### config.mk
export PLATFORM = sky130hd
export DESIGN_NAME = mux_rr_8ch
export DESIGN_NICKNAME = d
export VERILOG_FILES = /design/src/rtl/mux_rr_pkg.sv /design/src/rtl/rr_grant.sv /design/src/rtl/mux_rr_8ch.sv
export SDC_FILE = /design/constraint.sdc
export NUM_CORES = 1
export LEC_CHECK = 0
export ABC_AREA = 0
export BUFFER_PORTS_ARGS = -buffer_cell sky130_fd_sc_hd__buf_4
export CORE_ASPECT_RATIO = 0.7
export CORE_MARGIN = 2
export CORE_UTILIZATION = 55
export CTS_CLUSTER_DIAMETER = 30
export DETAILED_ROUTE_END_ITERATION = 10
export GPL_TIMING_DRIVEN = 1
export PLACE_DENSITY = 0.91
export SYNTH_ARGS = -nofsm -noshare
export SYNTH_HDL_FRONTEND = slang
export SYNTH_SLANG_ARGS = --single-unit
export TNS_END_PERCENT = 5
### constraint.sdc
create_clock -name clk -period 11.25 [get_ports clk]
set_input_delay 0.5625 -clock clk [delete_from_list [all_inputs] [get_ports clk]]
set_output_delay 0.5625 -clock clk [all_outputs]
set_load 0.02 [all_outputs]
### src/rtl/mux_rr_pkg.sv
// Shared constants and helpers for the round-robin arbiter family.
package mux_rr_pkg;

  localparam logic MODE_FIXED = 1'b0;
  localparam logic MODE_RR    = 1'b1;

  // Advance an arbitration pointer past index i, wrapping modulo m (m need not be a power of 2).
  function automatic int unsigned next_ptr(input int unsigned i, input int unsigned m);
    return (i == m - 1) ? 0 : i + 1;
  endfunction

endpackage

### src/rtl/rr_grant.sv
// Combinational grant selection: fixed lowest-index priority or round-robin from ptr.
module rr_grant
  import mux_rr_pkg::*;
#(
  parameter  int unsigned M  = 8,
  localparam int unsigned SW = $clog2(M)
) (
  input  logic [M-1:0]  req,
  input  logic [SW-1:0] ptr,
  input  logic          mode,
  input  logic          en,
  output logic [M-1:0]  gnt,
  output logic [SW-1:0] g,
  output logic          any
);

  assign any = |req;

  always_comb begin
    int unsigned idx;
    logic        found;
    g     = '0;
    found = 1'b0;
    idx   = 0;
    for (int unsigned off = 0; off < M; off++) begin
      idx = (mode == MODE_RR) ? 32'(ptr) + off : off;
      // ptr < M and off < M, so one subtraction is enough to wrap
      if (idx >= M) idx = idx - M;
      if (!found && req[idx]) begin
        found = 1'b1;
        g     = SW'(idx);
      end
    end
  end

  always_comb begin
    gnt = '0;
    if (en && any) gnt[g] = 1'b1;
  end

endmodule

### src/rtl/mux_rr_8ch.sv
// Registered M-channel multiplexer with built-in fixed/round-robin arbitration and
// valid/ready flow control on both sides.
module mux_rr_8ch
  import mux_rr_pkg::*;
#(
  parameter  int unsigned N  = 4,
  parameter  int unsigned M  = 8,
  localparam int unsigned SW = $clog2(M)
) (
  input  logic           clk,
  input  logic           rst,
  input  logic [M*N-1:0] X,
  input  logic [M-1:0]   X_valid,
  output logic [M-1:0]   X_ready,
  input  logic           mode,
  output logic [N-1:0]   Z,
  output logic [SW-1:0]  S,
  output logic           Z_valid,
  input  logic           Z_ready
);

  logic [N-1:0]  r_z;
  logic [SW-1:0] r_s;
  logic          r_z_valid;
  logic [SW-1:0] r_ptr;

  logic          w_load;
  logic [M-1:0]  w_gnt;
  logic [SW-1:0] w_g;
  logic          w_any;
  logic [N-1:0]  w_data;

  assign w_load = ~r_z_valid | Z_ready;

  rr_grant #(
    .M (M)
  ) u_grant (
    .req  (X_valid),
    .ptr  (r_ptr),
    .mode (mode),
    .en   (w_load),
    .gnt  (w_gnt),
    .g    (w_g),
    .any  (w_any)
  );

  // Accept is masked during reset so no producer sees a transfer that will be dropped.
  assign X_ready = rst ? '0 : w_gnt;
  assign w_data  = X[w_g*N +: N];

  always_ff @(posedge clk or posedge rst) begin
    if (rst) begin
      r_z       <= '0;
      r_s       <= '0;
      r_z_valid <= 1'b0;
      r_ptr     <= '0;
    end else if (w_load) begin
      if (w_any) begin
        r_z       <= w_data;
        r_s       <= w_g;
        r_z_valid <= 1'b1;
        if (mode == MODE_RR) r_ptr <= SW'(next_ptr(32'(w_g), M));
      end else begin
        r_z_valid <= 1'b0;
      end
    end
  end

  assign Z       = r_z;
  assign S       = r_s;
  assign Z_valid = r_z_valid;

endmodule

==> results.json <==
{
  "numCtsBuffers": 3,
  "multi_input_comb_area_mm2": 0.00129,
  "timing.slew.headroom_pct": 37.9,
  "worstRegToRegCells": 12,
  "worstSetupEndpointType": "output pin",
  "fin_worst_skew_ns": 0.00641,
  "dpl.hpwl_um": 3930,
  "clock-sinks": 11,
  "r2r_slack_ns": 6.65,
  "crit_arrival_ns": 4.47,
  "setup_viol_count_final": 0,
  "layout_min_cycle_time_ns": 5.03,
  "crit_slowest_cell": "and3_1",
  "count_of_state_elements_after_synthesis": 11,
  "report.final.slew_viol_count": 0,
  "floorplan.initialDensity_pct": 56.6,
  "holdCritPathClass": "in -> async",
  "clkLatencyLatePin_ns": 0.24,
  "core-area_mm2": 0.00308,
  "grt_setup_unrepaired": "no",
  "chain_of_cells_forming_the_critical_path": "inv_1 -> ha_1 -> and2_1 -> a211o_1 -> a32oi_4 -> nand4b_4 -> or4_4 -> o211ai_2 -> and3_1 -> inv_1 -> nor2_1 -> buf_4",
  "ant_nets": 0,
  "timing.max_cap.violations": 0,
  "routed_wl_um": 4980,
  "cpMostUsedCell": "inv_1",
  "layout.cells.most_common_list": "61 x buf_4, 21 x nand2_1, 16 x o211ai_1, 14 x inv_1, 12 x nor2_1",
  "design.die.area_mm2": 0.00364,
  "timing_worst_setup_path_type": "reg -> out",
  "netlist_area_mm2": 0.00174,
  "yosysUniqueCellTypes": 54,
  "track_usage_pct": 28.3,
  "detail_route.iter0.violations": 210,
  "cts_hold_repair.buffers": 0,
  "vias": 1953,
  "fp.dieW_um": 71.3,
  "io_buffers": 59,
  "placement_rows": 17,
  "final_hold_violation_count": 0,
  "synth_area_per_cell_um2": 8.19,
  "leakagePower_nw": 1.01,
  "synthArstFlopShare_pct": 100,
  "netlist_instances": 213,
  "clock-root-buffer": "clkbuf_8",
  "post_cts.repair.setup_buffers": 0,
  "core_occupancy_in_the_finished_layout_pct": 70.5,
  "drcViolationCount": 0,
  "cts-htree-levels": 1,
  "r2r-start": "r_ptr[0]",
  "cp-endpoint": "X_ready[2]",
  "gpl.final_weighted_congestion": 1.01,
  "cts_tree": "built",
  "pin_count_of_the_biggest_net_entering_global_routing": 25,
  "achievable-frequency_ghz": 0.199,
  "number_of_buffers_between_clock_root_and_the_deepest_sink": 2,
  "critPathTopFamily": "simple AND/OR/NAND/NOR gates",
  "path_buf_inv": 3,
  "final-seq-area_um2": 275,
  "post-route-period-util_pct": 44.7,
  "worst_setup_hold_path_clk_slew_ns": 0.05,
  "area.growth.synth_to_final_pct": 24.6,
  "crit_path_max_incr_delay_ns": 0.84,
  "count_of_instances_resized_after_the_clock_tree_is_built": 0,
  "worstPathMaxFanout": 23,
  "synth_flop_type": "dfrtp_1",
  "yosys_warnings": 0,
  "peakVddDrop_v": 0.000154,
  "post_synth_edffs": 0,
  "layout_commonest_cell": "buf_4",
  "startpoint": "r_ptr[0]",
  "synth_seq_area_share_pct": 15.8,
  "number_of_iterations_in_the_first_detailed_routing_pass": 5,
  "power.density_cell_area_mw_per_mm2": 278,
  "outcome": "finished, final reports clean",
  "grt_antenna_before_repair": 0,
  "post_dr_wirelength_cell_um": 16.6,
  "layout.nets": 309,
  "critical_path.reg2reg.endpoint": "Z[2]",
  "io_pins": 60,
  "die_span_in_y_um": 51.1,
  "synth_fp_nets": 259,
  "grt_first_pass_wirelength_um": 8100,
  "grt-ovfl-total": 0,
  "first_global_vias": 1674,
  "critical_path_required_ns": 10.69,
  "drive_gt1_share_pct": 33.6,
  "vias_per_cell": 6.51,
  "critPathLaunchType": "flop",
  "fill_cell_instance_count_of_the_final_layout": 241,
  "worst-slew-pin-transition_ns": 0.931,
  "accumulated_negative_setup_slack_ns": 0,
  "antenna_cells_inserted": 0,
  "total_number_of_cells_along_the_worst_setup_path": 12
}
Yosys cell counts (all sizes together), types with 3 or more instances:
| library cell | n | area, um2 |
|---|---|---|
| and3 | 7 | 43.8 |
| a21oi | 10 | 50.1 |
| dfrtp | 11 | 275 |
| xor2 | 3 | 26.3 |
| mux2i | 5 | 50.1 |
| or4 | 4 | 33.8 |
| mux2 | 10 | 128 |
| nand4 | 8 | 50.1 |
| nand3b | 3 | 22.5 |
| o211ai | 17 | 133 |
| nand2 | 22 | 85.1 |
| mux4 | 6 | 135 |
| inv | 14 | 52.6 |
| nand2b | 4 | 32.5 |
| clkbuf | 4 | 15.0 |
| and2 | 5 | 31.3 |
| nand3 | 11 | 55.1 |
| o21ai | 7 | 35.0 |
| nor2 | 12 | 45.0 |
| buf | 12 | 106 |
| nor3 | 7 | 35.0 |
layout make-up:
class / instances / share of cell area, %
clock buffer: 4 / 2.07
inverter: 14 / 2.42
multi-input combinational: 172 / 59.6
sequential: 11 / 12.7
tap: 38 / 2.19
timing repair buffer: 61 / 21.1
state kept, by name (all words and copies together) (netlist names):
name     flops
Z            4
r_ptr        3
Z_valid      1
S            3
how the worst min path moves through the flow:
stage,end,slack [ns],depth (start not counted)
finish,S[2],0.32,2
global route,Z[3],0.37,2
CTS,S[2],0.33,2
detailed placement,S[1],0.47,1
global placement,S[1],0.47,1
floorplan,S[0],0.41,1
stage by stage:
stage	hold WS (ns)	worst slack [ns]	instance area, um2	instances	power [mW]
floorplan	0.415	7.06	1740	213	0.478
global placement	0.469	6.59	2130	296	0.546
detailed placement	0.475	6.46	2130	296	0.556
CTS	0.329	6.23	2170	300	0.599
global route	0.373	5.93	2170	300	0.649
finish	0.317	6.22	2170	300	0.604
worst register-to-register path, delay by kind of cell (launching register included):
| kind | cells | cell delay, ns |
|---|---|---|
| flops | 1 | 0.57 |
| compound gates | 4 | 1.14 |
| fa+ha+maj | 1 | 0.31 |
| simple gates | 5 | 1.95 |
| mux | 1 | 0.42 |
| buf+inv | 1 | 0.09 |
routing by layer:
metal | global-route usage [%] | part of all wire (%) | up-vias
met5 | 0 | 0 | -
met4 | 8.49 | 1.1 | 0
met3 | 4.34 | 10 | 5
met2 | 42.7 | 46 | 129
met1 | 41.5 | 42 | 909
li1 | - | - | 910
power breakdown:
group          internal, mW  switching, mW
combinational         0.206          0.277
sequential           0.0579         0.0216
clock                0.0249         0.0155
total                 0.289          0.314
logic make-up after synthesis:
| kind of cell | Yosys count | share of synthesized area [%] |
|---|---|---|
| simple gates | 91 | 29.6 |
| compound gates | 53 | 22.7 |
| buf+inv | 30 | 9.97 |
| mux | 21 | 17.9 |
| flops | 11 | 15.8 |
| xor+xnor | 5 | 2.51 |
| fa+ha+maj | 2 | 1.43 |
(Power assumes the default switching activity.)
